--- src/rtl/apb_s_top.sv ---
// APB slave with a MEM_DEPTH x DATA_WIDTH register file, zero wait states.
// Out-of-range addresses complete with pslverr; presetn is an active-high synchronous reset.
module apb_s_top #(
  parameter int unsigned ADDR_WIDTH = 4,
  parameter int unsigned DATA_WIDTH = 8,
  parameter int unsigned MEM_DEPTH  = 8
) (
  input  logic                  pclk,
  input  logic                  presetn,
  input  logic [ADDR_WIDTH-1:0] paddr,
  input  logic                  psel,
  input  logic                  penable,
  input  logic [DATA_WIDTH-1:0] pwdata,
  input  logic                  pwrite,
  output logic [DATA_WIDTH-1:0] prdata,
  output logic                  pready,
  output logic                  pslverr
);

  localparam int unsigned IDX_W = (MEM_DEPTH > 1) ? $clog2(MEM_DEPTH) : 1;

  typedef enum logic {
    ST_IDLE  = 1'b0,
    ST_SETUP = 1'b1
  } state_t;

  state_t                r_state;
  logic [DATA_WIDTH-1:0] r_mem [MEM_DEPTH];

  logic                  w_access;
  logic                  w_valid;
  logic [IDX_W-1:0]      w_idx;

  // An access only counts when it follows a setup; reset masks it so the
  // outputs stay quiet and no write can land while presetn is high.
  assign w_access = !presetn && (r_state == ST_SETUP) && psel && penable;
  assign w_valid  = (32'(paddr) < MEM_DEPTH);
  assign w_idx    = IDX_W'(paddr);

  assign pready  = w_access;
  assign pslverr = w_access && !w_valid;

  // NOTE: always_comb assigns its output a default first, so no path can leave it unassigned and infer a latch.
  always_comb begin
    prdata = '0;
    if (w_access && !pwrite && w_valid) begin
      prdata = r_mem[w_idx];
    end
  end

  // A setup phase always lands in SETUP; every other case (access, dropped
  // psel, stray psel+penable in IDLE) returns to IDLE.
  // NOTE: sequential state uses non-blocking <= so every flop updates from pre-edge values.
  always_ff @(posedge pclk) begin
    if (presetn) begin
      r_state <= ST_IDLE;
    end else if (psel && !penable) begin
      r_state <= ST_SETUP;
    end else begin
      r_state <= ST_IDLE;
    end
  end

  // NOTE: the array is cleared on reset because its contents must read back as zero afterwards.
  always_ff @(posedge pclk) begin
    if (presetn) begin
      for (int i = 0; i < int'(MEM_DEPTH); i++) begin
        r_mem[i] <= '0;
      end
    end else if (w_access && pwrite && w_valid) begin
      r_mem[w_idx] <= pwdata;
    end
  end

endmodule

--- config.mk ---
export PLATFORM = sky130hd
export DESIGN_NAME = apb_s_top
export DESIGN_NICKNAME = d
export VERILOG_FILES = /design/src/rtl/apb_s_top.sv
export SDC_FILE = /design/constraint.sdc
export NUM_CORES = 1
export LEC_CHECK = 0
export CAP_MARGIN = 20
export CELL_PAD_IN_SITES_DETAIL_PLACEMENT = 2
export CELL_PAD_IN_SITES_GLOBAL_PLACEMENT = 2
export CORE_MARGIN = 2
export CORE_UTILIZATION = 25
export CTS_CLUSTER_SIZE = 30
export DETAILED_ROUTE_END_ITERATION = 7
export PLACE_DENSITY = 0.64
export SYNTH_ARGS = -nofsm -noshare
export SYNTH_HDL_FRONTEND = slang
export SYNTH_SLANG_ARGS = --single-unit
export TNS_END_PERCENT = 50
--- constraint.sdc ---
create_clock -name pclk -period 3.2 [get_ports pclk]
set_input_delay 0.48 -clock pclk [delete_from_list [all_inputs] [get_ports pclk]]
set_output_delay 0.48 -clock pclk [all_outputs]
set_load 0.05 [all_outputs]
==> results by group, run 1 <==
Status
  – Status: completed

Synth
  – Synth cell types: 43
  – Sequential share of the synthesized area: 62.0%
  – Post-synthesis cell count: 261
  – Syn. warnings: 0
  – Yosys reg bits: 65
  – Synth Cell Area: 0.00313 sq mm
  – Mean Syn Cell Area: 12.0 sq um
  – Post-synth EDFFs: 64
  – Syn nets: 278
  – Top_reg_cell synth: edfxtp_1
  – Async SR Flop Fraction: 0%

Layout
  – Register area: 0.00194 sq mm
  – Inserted Diodes: 0
  – Layout area overhead: 29.6%
  – Layout Nets: 323
  – Filler instances: 1306
  – Multi-input logic area: 0.00106 sq mm
  – Share of cells above drive strength 1: 23.2%

Hold path
  – Hold Path Depth: 2
  – Hold Crit Class: in -> reg
  – HP Start: penable
  – Hold Path Sink: r_state

Critical path
  – CP Capture Type: primary output
  – CP required: 2.72 ns
  – Reg2reg setup slack: 1.14 ns
  – CP Launch Type: input port
  – Worst setup path class: in -> out
  – RR Startpoint: r_state
  – WP data arrival: 2.46 ns
  – R2R cell count: 4
  – Worst r2r dst: r_mem[4][5]
  – Worst-path fanout max: 8

Clock network
  – Clock Latency Late Sink: 0.32 ns
  – # hold bufs at CTS: 0
  – CTS Sinks: 65
  – Deepest clock path buffer count: 2
  – Post-CTS Setup Inserts: 0
  – Htree depth: 3
  – Worst-path clk slew: 0.05 ns
  – CTS buffer count: 9
  – Post-CTS sizing: 0
  – Root Driver: clkbuf_16
  – CTS tree: done

Global routing
  – Total congestion overflow: 0
  – First-pass GRT wire length: 14.9 mm
  – Initial antenna violation count: 0
  – Vias in the first global route: 2485
  – Largest net degree at the start of global routing: 34
  – Total track usage: 15.3%

Route
  – Total number of vias: 2267
  – Vias/cell: 4.73
  – WL per Instance: 19.9 um
  – Drt total wl: 9.55 mm
  – Drt pass-1 iters: 4
  – Post-route ant nets: 0
  – Final routed DRC violation total: 0
  – Iteration-0 DRC Markers: 104

Floorplanning
  – Core box area: 0.0121 sq mm
  – Die Wd: 116 um
  – Ports: 27
  – Initial core utilization: 25.9%
  – Die ar.: 0.0134 sq mm
  – Core Rows: 40
  – Die height: 116 um

STA
  – Worst relative slew slack: 53.3%
  – Fmax achieved: 340 MHz
  – Setup-failing EPs final: 0
  – Max Clock Skew: 0.00302 ns
  – RSZ-0062 raised after global routing: false
  – Hold Slack: 0.770 ns
  – Final period utilization: 92.0%
  – Max Slew Vio Count: 0
  – Final min period: 2.94 ns
  – Sum Neg Setup Slack: 0 ns
  – Hold Fails Final Rpt: 0
  – Worst Max-Slew Pin Slew: 0.701 ns

Pwr
  – Combinational share of power: 8.3%
  – Pwr Density: 510 mW/mm^2
  – Reg power frac: 46.4%
  – Lkg Pwr: 1.47 nW
  – Clock power share: 45.3%
  – Internal power: 1.62 mW
  – Worst vdd ir: 0.183 mV
  – Switching power: 0.453 mW
  – Switching part of the total power: 21.9%

Placement
  – IO buf count: 26
  – Final Wtd Congestion: 0.764
  – Dpl hpwl: 6.74 mm

Job
  – Max-Cap Viols: 0
## layout make-up
type / instances / share of cell area, %
multi-input cells: 171 / 26.1
inverters: 4 / 0.370
repair buffers: 55 / 13.5
clock buffers: 9 / 5.55
flip-flops and latches: 65 / 47.8
well taps: 168 / 5.18
clock inverters: 7 / 1.51
## registers in the layout (all words and copies together), names as in the netlist
register	count
r_state	1
r_mem	64
## cells in the final DEF (no fill, tap or decap), types with 3 or more instances in the layout
cell type        instances
nand2_1                 18
o221ai_1                 4
a21oi_1                  3
nor2_1                  67
or3_1                    3
mux2_2                   9
nor2b_1                  4
nand3b_1                 6
mux2i_1                 11
buf_12                   8
clkinv_1                 3
clkbuf_16                9
nand2b_1                 3
o21bai_1                 8
inv_1                    3
buf_4                   31
clkdlybuf4s50_1         15
edfxtp_1                64
## worst max path at each step
stage	slack (ns)	start	end	depth (start not counted)
after detailed placement	0.21	penable	prdata[4]	5
after CTS	0.19	penable	prdata[4]	5
after global routing	0.11	penable	prdata[4]	5
after floorplan	0.14	paddr[1]	prdata[6]	5
after global placement	0.26	paddr[3]	prdata[4]	5
final	0.26	penable	prdata[4]	5
## worst max-delay path: stages
cell and delay (ns):
clkdlybuf4s50_1 0.50, and3b_1 0.33, nand3_2 0.34, a221oi_1 0.59, buf_12 0.21
## layer usage
metal  track usage, %  wire length (um)  vias to the layer above  share of wire [%]
li1                 -                 -                     1042                  -
met1             19.7              4330                     1182                 45
met2             26.7              4880                       32                 51
met3             2.77               228                       11                2.4
met4             3.97               113                        0                1.2
met5                0                 0                        -                  0
## through the flow
stage | instance area, sq um | util, % | worst slack (ns) | power [mW] | std cells
2_1_floorplan | 3140 | - | 0.137 | 1.07 | 261
3_3_place_gp | 3770 | 31.2 | 0.262 | 1.15 | 463
3_5_place_dp | 3770 | 31.2 | 0.211 | 1.15 | 463
4_1_cts | 4060 | 33.5 | 0.193 | 2.09 | 479
5_1_grt | 4060 | 33.5 | 0.106 | 2.14 | 479
6_report | 4060 | 33.5 | 0.258 | 2.07 | 479
## power by group through the flow
stage / Sequential (mW) / Clock [mW] / Combinational, mW
after floorplan: 0.975 / 0 / 0.0926
after global placement: 0.977 / 0 / 0.169
after detailed placement: 0.978 / 0 / 0.173
after CTS: 0.960 / 0.956 / 0.175
after global routing: 0.962 / 0.993 / 0.186
final: 0.960 / 0.938 / 0.171
## kinds of logic (layout without fill, tap and decap cells)
family                 Yosys count  after routing  synth area share (%)
muxes                           21             21                  7.47
DFF                             65             65                  62.0
AOI/OAI and AO/OA               33             33                  8.63
buffers and inverters           25             75                  4.43
and+or+nand+nor                117            117                  17.5
## synthesized netlist by cell type, types with 2 or more instances
library cell	number	area, sq um
nor3b_1	2	15.0
a22o_1	2	17.5
or4_1	2	15.0
o22ai_1	2	12.5
inv_1	3	11.3
mux2_2	9	101
and3_1	2	12.5
a211oi_1	2	15.0
or3_1	3	18.8
nor3_1	2	10.0
nand4_2	2	25.0
nand2_1	18	67.6
o21bai_1	8	60.1
a2111oi_2	2	30.0
nor2b_1	4	25.0
nand3b_1	6	45.0
buf_6	3	33.8
a21oi_1	3	15.0
nor2_1	67	251
nand2b_1	3	18.8
o311ai_0	2	17.5
a221oi_1	2	17.5
a311o_1	2	20.0
buf_2	12	60.1
clkbuf_1	3	11.3
buf_4	2	15.0
edfxtp_1	64	1920
mux2i_1	11	110
o221ai_1	4	35.0
Power figures use the tool's default switching activity.
==> run 2, diff against run 1 <==
Settings changed: CAP_MARGIN 20 to 30, SLEW_MARGIN set to 20.
==> results of run 2 <==
Same layout as run 1: the final DEF is identical, and so are final timing and power.
==> run 3, diff against run 2 <==
Settings changed: REMOVE_ABC_BUFFERS set to 1.
==> run 3 against run 2 <==
Register-to-register slack gained 0.03 ns. Cell count rose by 1.7%. Clock skew increased by 0.00098 ns. Sequential cell count stayed put. Hold slack worse by 0.019 ns. Routed wire length increased by 0.35%. Total power grew 2.1%. Sequential share of layout area decreased by 0.74 points. Sequential power about the same. Clock power rose by 4.2%. Maximum frequency decreased by 0.70%. Largest power group is now the clock network. Highest routed layer unchanged.
==> results by group, run 3 (same netlist as run 1, synthesis figures left out) <==
Status
  – Status: completed (unchanged)

Global routing
  – Initial antenna violation count: 0 (unchanged)
  – Largest net degree at the start of global routing: 23 (was 34)
  – First-pass GRT wire length: 15.0 mm (was 14.9 mm)
  – Total congestion overflow: 0 (unchanged)
  – Vias in the first global route: 2507 (was 2485)
  – Total track usage: 15.7% (was 15.3%)

Layout
  – Largest register FFs: 64 (unchanged)
  – Commonest cells after routing, fill and taps aside: nor2_1, edfxtp_1, buf_4 (unchanged)
  – Biggest regs: r_mem (64), r_state (1) (unchanged)
  – Share of cells above drive strength 1: 25.7% (was 23.2%)
  – Filler instances: 1314 (was 1306)
  – Inserted Diodes: 0 (unchanged)
  – Top reg by flops: r_mem (unchanged)
  – Post-route insts no fill: 487 (was 479)
  – Layout Nets: 331 (was 323)
  – Layout area overhead: 31.6% (was 29.6%)
  – Commonest non-fill, non-tap cell in the layout: nor2_1 (unchanged)

STA
  – Worst relative slew slack: 63.7% (was 53.3%)
  – RSZ-0062 raised after global routing: false (unchanged)
  – Final min period: 2.96 ns (was 2.94 ns)
  – Hold Fails Final Rpt: 0 (unchanged)
  – Max Clock Skew: 0.00400 ns (was 0.00302 ns)
  – Setup-failing EPs final: 0 (unchanged)
  – Sum Neg Setup Slack: 0 ns (unchanged)
  – Max Slew Vio Count: 0 (unchanged)
  – Final period utilization: 92.6% (was 92.0%)
  – Fmax achieved: 337 MHz (was 340 MHz)
  – Worst Max-Slew Pin Slew: 0.545 ns (was 0.701 ns)

Clock network
  – CTS tree: done (unchanged)
  – CTS Sinks: 65 (unchanged)
  – Root Driver: clkbuf_16 (unchanged)
  – Htree depth: 3 (unchanged)
  – Clock Latency Late Sink: 0.33 ns (was 0.32 ns)
  – # hold bufs at CTS: 0 (unchanged)
  – Worst-path clk slew: 0.05 ns (about the same)
  – CTS buffer count: 9 (unchanged)
  – Deepest clock path buffer count: 2 (unchanged)
  – Post-CTS Setup Inserts: 0 (unchanged)
  – Post-CTS sizing: 0 (unchanged)

Floorplanning
  – Die Wd: 116 um (unchanged)
  – Core Rows: 40 (unchanged)
  – Core box area: 0.0121 sq mm (unchanged)
  – Die height: 116 um (unchanged)
  – Die ar.: 0.0134 sq mm (unchanged)
  – Ports: 27 (unchanged)
  – Initial core utilization: 25.9% (unchanged)

Route
  – Final routed DRC violation total: 0 (unchanged)
  – WL per Instance: 19.7 um (was 19.9 um)
  – Post-route ant nets: 0 (unchanged)
  – Iteration-0 DRC Markers: 90 (was 104)
  – Total number of vias: 2281 (was 2267)
  – Drt total wl: 9.58 mm (was 9.55 mm)
  – Drt pass-1 iters: 4 (unchanged)
  – Vias/cell: 4.68 (was 4.73)

Placement
  – Final Wtd Congestion: 0.801 (was 0.764)
  – Dpl hpwl: 7.10 mm (was 6.74 mm)
  – Dpl cells: 471 (was 463)
  – IO buf count: 26 (unchanged)

Pwr
  – Lkg Pwr: 1.52 nW (was 1.47 nW)
  – Worst vdd ir: 0.241 mV (was 0.183 mV)
  – Pwr Density: 512 mW/mm^2 (was 510 mW/mm^2)

Critical path
  – Slowest stage delay, CP: 0.68 ns (was 0.59 ns)
  – R2R cell count: 4 (unchanged)
  – CP Launch Type: input port (unchanged)
  – Worst-path fanout max: 10 (was 8)
  – RR Startpoint: r_state (unchanged)
  – Worst setup path class: in -> out (unchanged)
  – Critical Path Slowest Stage Cell: clkdlybuf4s50_1 (was a221oi_1)
  – Crit path buffers/inverters: 3 (was 2)
  – Worst r2r dst: r_mem[6][4] (was r_mem[4][5])
  – WP depth: 6 (was 5)
  – Reg2reg setup slack: 1.17 ns (was 1.14 ns)
  – CP cell instances: clkdlybuf4s50_1 -> buf_4 -> mux2_2 -> o221ai_1 -> a221oi_1 -> buf_12 (was clkdlybuf4s50_1 -> and3b_1 -> nand3_2 -> a221oi_1 -> buf_12)
  – Critical Path End: prdata[4] (unchanged)
  – CP top delay family: buffers and inverters (unchanged)
  – CP startpoint: paddr[1] (was penable)
  – WP data arrival: 2.48 ns (was 2.46 ns)
  – CP required: 2.72 ns (about the same)
  – CP Capture Type: primary output (unchanged)

Job
  – Max-Cap Viols: 0 (unchanged)

Hold path
  – Hold Crit Class: in -> reg (unchanged)
  – HP Start: penable (unchanged)
-- run 3: how the worst min path moves through the flow --
stage                   to  slack, ns  depth (start not counted)
3_5_place_dp   r_mem[1][0]       1.00                          3
6_report           r_state       0.75                          2
4_1_cts            r_state       0.75                          2
2_1_floorplan      r_state       0.56                          1
3_3_place_gp   r_mem[1][5]       0.98                          3
5_1_grt            r_state       0.76                          2
-- run 3: area by class of cell --
| cell class | instances | area (sq um) | area share [%] |
|---|---|---|---|
| Inverter | 4 | 15.0 | 0.364 |
| Tap cell | 168 | 210 | 5.10 |
| Clock buffer | 10 | 239 | 5.79 |
| Sequential cell | 65 | 1940 | 47.1 |
| Timing Repair Buffer | 63 | 608 | 14.7 |
| Clock inverter | 6 | 57.6 | 1.40 |
| Multi-Input combinational cell | 171 | 1050 | 25.5 |
-- run 3: power breakdown --
group          internal (mW)  switching [mW]
Clock                  0.618           0.359
Combinational         0.0742           0.102
Sequential             0.954         0.00661
-- run 3: metrics by stage --
step	hold WS, ns	area [sq um]	power [mW]	setup WS, ns	util [%]
3_5_place_dp	1.00	3830	1.16	0.231	31.6
2_1_floorplan	0.555	3010	1.05	0.146	-
4_1_cts	0.746	4120	2.14	0.249	34.0
3_3_place_gp	0.978	3830	1.15	0.273	31.6
5_1_grt	0.762	4120	2.19	0.173	34.0
6_report	0.751	4120	2.11	0.237	34.0
-- run 3: routing by layer --
metal	wire length, um	global-route usage (%)	vias to the layer above
li1	-	-	1056
met1	4030	19.8	1163
met2	5030	27.1	49
met3	360	2.88	13
met4	167	5.40	0
met5	0	0	-
